[src/rtl/mem_stage.sv]
// Memory-access stage of the 64-bit RISC-V pipeline: issues loads/stores over a
// valid/ready cache port, stalls the pipeline via hit, and registers MEM/WB results.
module mem_stage #(
    parameter int         XLEN     = 64,
    parameter logic [6:0] LOAD_OP  = 7'b0000011,
    parameter logic [6:0] STORE_OP = 7'b0100011
) (
    input  logic            clk,
    input  logic            rst_n,
    input  logic [XLEN-1:0] ALUresult,
    input  logic [XLEN-1:0] valB,
    input  logic [4:0]      rd,
    input  logic [6:0]      opcode,
    input  logic [2:0]      funct3,
    input  logic            noop,
    input  logic [XLEN-1:0] pc,
    output logic            hit,
    output logic            req_valid,
    input  logic            req_ready,
    output logic            req_we,
    output logic [XLEN-1:0] req_addr,
    output logic [XLEN-1:0] req_wdata,
    output logic [7:0]      req_strb,
    input  logic            resp_valid,
    input  logic [XLEN-1:0] resp_rdata,
    output logic [XLEN-1:0] wb_data,
    output logic [4:0]      wb_rd,
    output logic            wb_we,
    output logic            wb_noop,
    output logic [XLEN-1:0] wb_pc,
    output logic            wb_misaligned
);

    localparam logic [6:0] BRANCH_OP = 7'b1100011;

    typedef enum logic [1:0] {
        S_IDLE = 2'd0,
        S_REQ  = 2'd1,
        S_WAIT = 2'd2
    } state_t;

    state_t            state_r;
    logic              is_load_s;
    logic              is_store_s;
    logic              mem_op_s;
    logic              mis_s;
    logic              wb_we_s;
    logic [XLEN-1:0]   wb_data_s;

    // Low address bits that must be zero for a naturally aligned access.
    function automatic logic [2:0] align_mask(input logic [1:0] sz);
        case (sz)
            2'b00:   align_mask = 3'b000;
            2'b01:   align_mask = 3'b001;
            2'b10:   align_mask = 3'b011;
            2'b11:   align_mask = 3'b111;
            default: align_mask = 3'b111;
        endcase
    endfunction

    function automatic logic [7:0] strb_base(input logic [1:0] sz);
        case (sz)
            2'b00:   strb_base = 8'h01;
            2'b01:   strb_base = 8'h03;
            2'b10:   strb_base = 8'h0F;
            2'b11:   strb_base = 8'hFF;
            default: strb_base = 8'hFF;
        endcase
    endfunction

    // Truncate an already right-justified doubleword to the access size and extend.
    function automatic logic [63:0] load_ext(input logic [63:0] raw, input logic [2:0] f3);
        case (f3)
            3'b000:  load_ext = {{56{raw[7]}}, raw[7:0]};
            3'b001:  load_ext = {{48{raw[15]}}, raw[15:0]};
            3'b010:  load_ext = {{32{raw[31]}}, raw[31:0]};
            3'b100:  load_ext = {56'd0, raw[7:0]};
            3'b101:  load_ext = {48'd0, raw[15:0]};
            3'b110:  load_ext = {32'd0, raw[31:0]};
            default: load_ext = raw;
        endcase
    endfunction

    // Decode, alignment check and request field formatting.
    always_comb begin
        is_load_s  = (opcode == LOAD_OP);
        is_store_s = (opcode == STORE_OP);
        mem_op_s   = !noop && (is_load_s || is_store_s);
        mis_s      = mem_op_s && ((ALUresult[2:0] & align_mask(funct3[1:0])) != 3'b000);
        req_we     = is_store_s;
        req_addr   = {ALUresult[XLEN-1:3], 3'b000};
        req_wdata  = valB << {ALUresult[2:0], 3'b000};
        req_strb   = strb_base(funct3[1:0]) << ALUresult[2:0];
    end

    // Handshake-driven stall control.
    always_comb begin
        hit       = 1'b0;
        req_valid = 1'b0;
        case (state_r)
            S_IDLE: begin
                if (mem_op_s && !mis_s) begin
                    req_valid = 1'b1;
                    hit       = 1'b0;
                end else begin
                    req_valid = 1'b0;
                    hit       = 1'b1;
                end
            end
            S_REQ: begin
                req_valid = 1'b1;
                hit       = 1'b0;
            end
            S_WAIT: begin
                req_valid = 1'b0;
                hit       = resp_valid;
            end
            default: begin
                req_valid = 1'b0;
                hit       = 1'b0;
            end
        endcase
    end

    // Writeback value and register-write enable for the instruction in this stage.
    always_comb begin
        wb_data_s = ALUresult;
        wb_we_s   = 1'b0;
        if (mis_s || noop) begin
            wb_data_s = ALUresult;
            wb_we_s   = 1'b0;
        end else if (is_load_s) begin
            wb_data_s = load_ext(resp_rdata >> {ALUresult[2:0], 3'b000}, funct3);
            wb_we_s   = (rd != 5'd0);
        end else begin
            wb_data_s = ALUresult;
            wb_we_s   = (rd != 5'd0) && !is_store_s && (opcode != BRANCH_OP);
        end
    end

    // Access FSM and MEM/WB register; WB only advances with the pipeline.
    always_ff @(posedge clk) begin
        if (!rst_n) begin
            state_r       <= S_IDLE;
            wb_data       <= '0;
            wb_rd         <= 5'd0;
            wb_we         <= 1'b0;
            wb_noop       <= 1'b1;
            wb_pc         <= '0;
            wb_misaligned <= 1'b0;
        end else begin
            case (state_r)
                S_IDLE: begin
                    if (mem_op_s && !mis_s) begin
                        state_r <= req_ready ? S_WAIT : S_REQ;
                    end else begin
                        state_r <= S_IDLE;
                    end
                end
                S_REQ: begin
                    if (req_ready) begin
                        state_r <= S_WAIT;
                    end else begin
                        state_r <= S_REQ;
                    end
                end
                S_WAIT: begin
                    if (resp_valid) begin
                        state_r <= S_IDLE;
                    end else begin
                        state_r <= S_WAIT;
                    end
                end
                default: state_r <= S_IDLE;
            endcase
            if (hit) begin
                wb_data       <= wb_data_s;
                wb_rd         <= rd;
                wb_we         <= wb_we_s;
                wb_noop       <= noop;
                wb_pc         <= pc;
                wb_misaligned <= mis_s;
            end
        end
    end

endmodule

[config.mk]
export PLATFORM = sky130hd
export DESIGN_NAME = mem_stage
export DESIGN_NICKNAME = d
export VERILOG_FILES = /design/src/rtl/mem_stage.sv
export SDC_FILE = /design/constraint.sdc
export NUM_CORES = 1
export LEC_CHECK = 0
export ABC_AREA = 1
export CAP_MARGIN = 20
export CORE_AREA = 2 2 216 218
export DETAILED_ROUTE_END_ITERATION = 10
export DIE_AREA = 0 0 218 220
export HOLD_SLACK_MARGIN = 0.05
export SLEW_MARGIN = 10
export SYNTH_ARGS = -nofsm -noshare
export SYNTH_HDL_FRONTEND = slang
export SYNTH_SLANG_ARGS = --single-unit
[constraint.sdc]
create_clock -name clk -period 4.9 [get_ports clk]
set_input_delay 0.735 -clock clk [delete_from_list [all_inputs] [get_ports clk]]
set_output_delay 0.735 -clock clk [all_outputs]
set_load 0.05 [all_outputs]
==> results.txt, run 1 <==
----------------------------------------------------
[Timing]
  Final Cycle Share ... 80.8%
  Worst slew pin tran ... 948 ps
  Rel. slew slack ... 36.8%
  Post-route clock skew ... 14.1 ps
  Final Max Tran Viols ... 0
  Post-layout minimum cycle time ... 3960 ps
  Count of endpoints failing hold in the final timing report ... 0
  RSZ-0062 raised after global routing ... false
  Setup TNS Final ... 0 ps
  Final number of setup-violating endpoints ... 0
  Highest Clock Rate ... 253 MHz

[Cells and area]
  Most common library cell in the layout ignoring fill and taps ... clkdlybuf4s50_1
  Number of nets in the final layout ... around 2.4k
  Final standard cell count with taps included and fillers excluded ... 2700
  Leading cell types in the layout, fill and taps excluded ... 497 x clkdlybuf4s50_1, 385 x nand2_1, 263 x nor2_1
  Area growth from synthesis to layout ... 59.6%
  Number of fill cells in the layout ... around 5.0k
  Layout cells sized above 1 ... 6.84%
  Post-layout util ... between 30% and 40%
  Final std cell area, no fill ... between 15000 and 20000 um2

[GRT]
  Maximum number of pins on one net before global-route repair ... 113
  First-pass GRT wire length ... 74800 um
  Number of antenna violations at the first check in global routing ... 2
  Overflow left after global routing ... 0
  Number of global-route vias before repair ... about 12k
  GRT Total Usage ... between 20% and 30%

[Die]
  Total core area ... 45900 um2
  Boundary Pins ... 551
  Effective utilization at floorplan ... 22.2%
  Std-Cell Rows ... 79
  Height of the die ... 220 um
  Die Area ... 48000 um2
  Die span in x ... between 200 and 250 um

[CTS]
  Clock root cell ... clkbuf_16
  Depth of the CTS H-tree ... 4
  Setup Buffers After CTS ... 0
  Clock buffers created by TritonCTS ... 17
  Number of sinks driven by the clock tree ... 138
  CTS tree ... yes
  CTS-repair resized insts ... 0
  Number of buffers inserted by hold repair at cts ... 0
  Worst-skew pair later-pin latency ... around 430 ps
  Clock transition at the registers of the reported paths ... roughly 60 ps
  Buffer levels on the longest clock path ... 2

[Routing]
  Detail Route Antenna Nets ... 0
  Final wirelength ... 51900 um
  Residual DRC ... 0
  Per-cell via count in the routed design ... 4.70
  Wire length per cell after detailed routing ... 19.2 um
  Starting DRT DRC Count ... 928
  First-pass iteration count of the detailed router ... 6
  Vias after detailed routing ... 12.7k

[Placed design]
  Final RePlAce weighted congestion ... 0.910
  Placed cell count ... 2666
  Cell area after placement ... 15600 um2
  Number of buffers added on ports ... 547
  Half-perimeter wire length after detailed placement ... 40000 um

[Synthesis]
  Synth async-reset ratio ... 0%
  Portion of the post-synthesis area used by sequential elements ... between 20% and 30%
  Number of register bits inferred by synthesis ... about 140
  Predominant post-synthesis flop cell ... dfxtp_1
  Post-synthesis cell count ... around 1.7k
  Distinct cell type count of the synthesized netlist ... 34
  Avg Synthesized Cell Area ... about 6 um2
  Number of warning messages in the yosys log ... 0
  Combined area of all synthesized cells ... 10200 um2
  EDFF count, synth ... 0

[Setup path]
  Category of the most critical setup path ... input pin to output port
  Depth of the worst register-to-register path ... 6
  Cell breakdown of the critical path ... clkdlybuf4s50_1, buf_4, inv_8, nand2_8, nand2_2, o211ai_4, nor2_2, o21ai_0, inv_1, clkdlybuf4s50_1
  CP delay by family, top ... buffers and inverters
  Setup slack on the worst flop-to-flop path ... 2780 ps
  Max FO, Critical Path ... 13
  Endpoint required time on the critical path ... 4160 ps
  Arrival time worst endpoint ... between 3000 and 4000 ps
  Number of buffers and inverters on the critical path ... 5
  Largest stage delay, worst path ... between 700 and 800 ps
  CP most frequent cell ... clkdlybuf4s50_1
  Crit path depth ... 10
  Startpoint class of the critical path ... input pin
  Worst setup EP type ... output port
  Cell type of the slowest stage on the worst timing path ... clkdlybuf4s50_1

[Job]
  Max-cap violation count ... 0

[Pwr]
  Overall power ... about 4200 uW
  Ratio of total power to cell area ... 258 nW/um2
  Peak supply drop ... 0.213 mV
  Reported leakage power ... 0.00675 uW

[Worst hold path]
  Worst hold path type ... register to register
  Worst hold path cell count ... 2

[Outcome]
  Result of the run ... complete, no violations

----------------------------------------------------
stage by stage:
stage / setup WS, ps / hold WS [ps]
final: 943 / 499
after CTS: 967 / 504
after global placement: 921 / 463
after global routing: 793 / 535
after detailed placement: 971 / 473
after floorplan: 1270 / 559
path summary, 6_finish.rpt:
| kind | startpoint | to |
|---|---|---|
| worst max register to register | state_r[0] | wb_data[57] |
| worst max-delay path | funct3[1] | req_valid |
| worst min register to register | wb_noop | wb_noop |
| worst min-delay path | wb_noop | wb_noop |
sequential cells by signal (all words and copies together), names as in the netlist:
signal         flops
wb_pc             64
state_r            2
wb_noop            1
wb_data           64
wb_rd              5
wb_we              1
wb_misaligned      1
logic make-up (layout without fill, tap and decap cells):
logic type | after synthesis | count (layout) | share of synthesized area, %
buffers and inverters | 290 | 687 | 15.2
muxes | 24 | 24 | 2.36
and+or+nand+nor | 862 | 862 | 35.5
AOI/OAI and AO/OA | 377 | 377 | 19.7
other | 1 | 5 | 0.0369
DFF | 138 | 138 | 27.2
power breakdown:
| group | leakage (uW) | switching (uW) | internal [uW] |
|---|---|---|---|
| sequential | 0.00115 | 31.1 | 1190 |
| combinational | 0.00531 | 998 | 610 |
| clock | 0.000288 | 596 | 772 |
| total | 0.00675 | 1630 | 2570 |
cell usage after synthesis, types with 24 or more instances:
cell type  instances  share of area (%)
inv_1             83                3.1
buf_2             60                3.0
o21ai_1           64                3.2
nand2_1          385                 14
clkbuf_1          41                1.5
a21oi_1           82                4.0
o21ai_0          190                9.4
dfxtp_1          138                 27
mux2i_1           24                2.4
nor2_1           264                9.7
buf_4             84                6.2
nand4_1           34                2.1
nand3_1          145                7.1
final cells by class:
cell class,instances,area (um2),area share [%]
Tap cell,607,759,4.68
Antenna cell,2,5.00,0.0308
Clock buffer,17,425,2.62
Clock inverter,15,178,1.09
Sequential cell,138,2760,17.0
Multi-Input combinational cell,1266,5880,36.2
Inverter,87,335,2.07
Timing Repair Buffer,568,5880,36.2
routing by layer:
layer	vias up	share of wire, %	track usage [%]
li1	6266	-	-
met1	5922	41	24.9
met2	458	51	36.9
met3	46	6.3	4.24
met4	2	1.7	4.49
met5	-	0.025	0
worst min-delay path: cells and delay by family (launching register included):
family | cells | cell delay, ps
flops | 1 | 340
simple gates | 1 | 60
compound gates | 1 | 70
Power figures use the tool's default switching activity.
==> inputs of run 2 (changes only) <==
- CORE_AREA: 2 2 216 218 -> 2 2 212 214
- DIE_AREA: 0 0 218 220 -> 0 0 214 216
- clock period: 4.9 -> 3.95 ns (I/O delays scaled with it)
==> results.txt, run 2 (synthesis results as in run 1) <==
----------------------------------------------------
[Outcome]
  Result of the run ... complete, no violations

[GRT]
  First-pass GRT wire length ... approximately 77000 um
  GRT Total Usage ... a little over a fifth
  Maximum number of pins on one net before global-route repair ... 85
  Number of antenna violations at the first check in global routing ... 8
  Overflow left after global routing ... 0
  Number of global-route vias before repair ... 12.5k

[Pwr]
  Ratio of total power to cell area ... 322 nW/um2
  Reported leakage power ... 0.00695 uW
  Peak supply drop ... 0.232 mV
  Overall power ... approximately 5400 uW

[CTS]
  Worst-skew pair later-pin latency ... 440 ps
  CTS-repair resized insts ... 0
  Clock root cell ... clkbuf_16
  CTS tree ... yes
  Depth of the CTS H-tree ... 4
  Number of buffers inserted by hold repair at cts ... 0
  Clock transition at the registers of the reported paths ... roughly 60 ps
  Setup Buffers After CTS ... 0
  Number of sinks driven by the clock tree ... 138
  Buffer levels on the longest clock path ... 2
  Clock buffers created by TritonCTS ... 17

[Setup path]
  Cell type of the slowest stage on the worst timing path ... buf_4
  Setup slack on the worst flop-to-flop path ... 2210 ps
  Worst setup EP type ... output port
  CP delay by family, top ... buffers and inverters
  Startpoint class of the critical path ... input pin
  CP most frequent cell ... inv_1
  Cell breakdown of the critical path ... buf_4, clkinv_2, nor2_2, inv_1, o22ai_1, inv_1, o21ai_0, buf_12
  Category of the most critical setup path ... input pin to output port
  Depth of the worst register-to-register path ... 6
  Endpoint required time on the critical path ... 3360 ps
  FF-to-FF End ... wb_pc[36]
  R2R Path Start ... state_r[0]
  Arrival time worst endpoint ... 2670 ps
  Max FO, Critical Path ... 42
  Largest stage delay, worst path ... 400 ps
  Number of buffers and inverters on the critical path ... 5

[Routing]
  Per-cell via count in the routed design ... 4.80
  Routed length on met3 ... 3330 um
  Final wirelength ... approximately 52000 um
  Uppermost routed layer ... met5
  Starting DRT DRC Count ... 866
  Residual DRC ... 0
  Wire length per cell after detailed routing ... 19.4 um
  Vias after detailed routing ... 12.9k
  First-pass iteration count of the detailed router ... 5
  Detail Route Antenna Nets ... 0
  Detailed route wirelength on metal2 ... around 26000 um
  Wire length the detailed router placed on met1 ... ~22000 um

[Cells and area]
  Number of fill cells in the layout ... 4653
  Area used by sequential logic in the layout ... 2760 um2
  Layout cells sized above 1 ... 8.25%
  Number of nets in the final layout ... 2360
  Area growth from synthesis to layout ... 64.0%
  Area occupied by multi-input gates ... just under 6000 um2
  Most common library cell in the layout ignoring fill and taps ... clkdlybuf4s50_1
  Leading cell types in the layout, fill and taps excluded ... 472 x clkdlybuf4s50_1, 385 x nand2_1, 263 x nor2_1
  Biggest regs ... wb_data x64, wb_pc x64, wb_rd x5

[Die]
  Die Area ... 46200 um2
  Height of the die ... approximately 220 um
  Effective utilization at floorplan ... between 20% and 30%
  Total core area ... 43800 um2
  Boundary Pins ... 551
  Std-Cell Rows ... 77
  Die span in x ... 214 um

[Timing]
  Final Max Tran Viols ... 0
  RSZ-0062 raised after global routing ... false
  Post-layout minimum cycle time ... ~3300 ps
  Count of endpoints failing hold in the final timing report ... 0
  Rel. slew slack ... 40.7%
  Setup TNS Final ... 0 ps
  Final number of setup-violating endpoints ... 0
  Final hold slack ... just under 500 ps
  Worst slew pin tran ... about 880 ps
  Post-route clock skew ... 14.6 ps
  Highest Clock Rate ... 306 MHz
  Final Cycle Share ... 82.6%

[Worst hold path]
  Worst min-delay path startpoint ... wb_noop
  Min-Delay Endpoint ... wb_noop
  Worst hold path cell count ... 2
  Worst hold path type ... register to register

[Placed design]
  Final RePlAce weighted congestion ... just over 0.9
  Number of buffers added on ports ... 547
  Half-perimeter wire length after detailed placement ... 40700 um

[Job]
  Max-cap violation count ... 0

----------------------------------------------------
run 2: how the worst max path moves through the flow:
stage	end	slack, ps	startpoint	cells after the start
after floorplan	req_wdata[0]	600	ALUresult[0]	7
after global placement	wb_data[22]	630	ALUresult[1]	10
after detailed placement	wb_data[22]	600	ALUresult[1]	10
after CTS	req_wdata[48]	690	ALUresult[1]	8
after global routing	req_wdata[50]	480	ALUresult[1]	8
final	req_wdata[50]	690	ALUresult[1]	8
run 2: final cells by class:
type                    count  share of cell area, %
repair buffers            574                   37.8
multi-input cells        1266                   35.3
flip-flops and latches    138                   16.6
well taps                 592                   4.44
clock buffers              18                   2.57
inverters                  87                   2.01
clock inverters            14                   1.25
diodes                      5                 0.0751
run 2: layer usage:
metal / vias to the layer above / track usage [%]
met5: - / 0
met4: 6 / 7.41
met3: 77 / 5.05
met2: 510 / 37.5
met1: 6051 / 26.6
li1: 6288 / -
run 2: metrics by stage:
stage          instance area (um2)  cells  utilization (%)  worst slack (ps)
6_report                     16700   2694             38.0               687
5_1_grt                      16700   2693             38.0               478
4_1_cts                      16700   2689             38.0               691
3_5_place_dp                 16000   2657             36.5               596
3_3_place_gp                 16000   2657             36.5               626
2_1_floorplan                10200   1694                -               605
run 2: where the power goes:
part / switching, uW / total (uW) / internal [uW]
registers: 40.7 / 1510 / 1470
logic: 1250 / 2070 / 817
clock network: 713 / 1790 / 1070
total: 2010 / 5370 / 3360
run 2: tightest hold or removal path, delay by kind of cell (launching register included):
kind	cells	cell delay, ps
compound gates	1	60
simple gates	1	50
flops	1	330
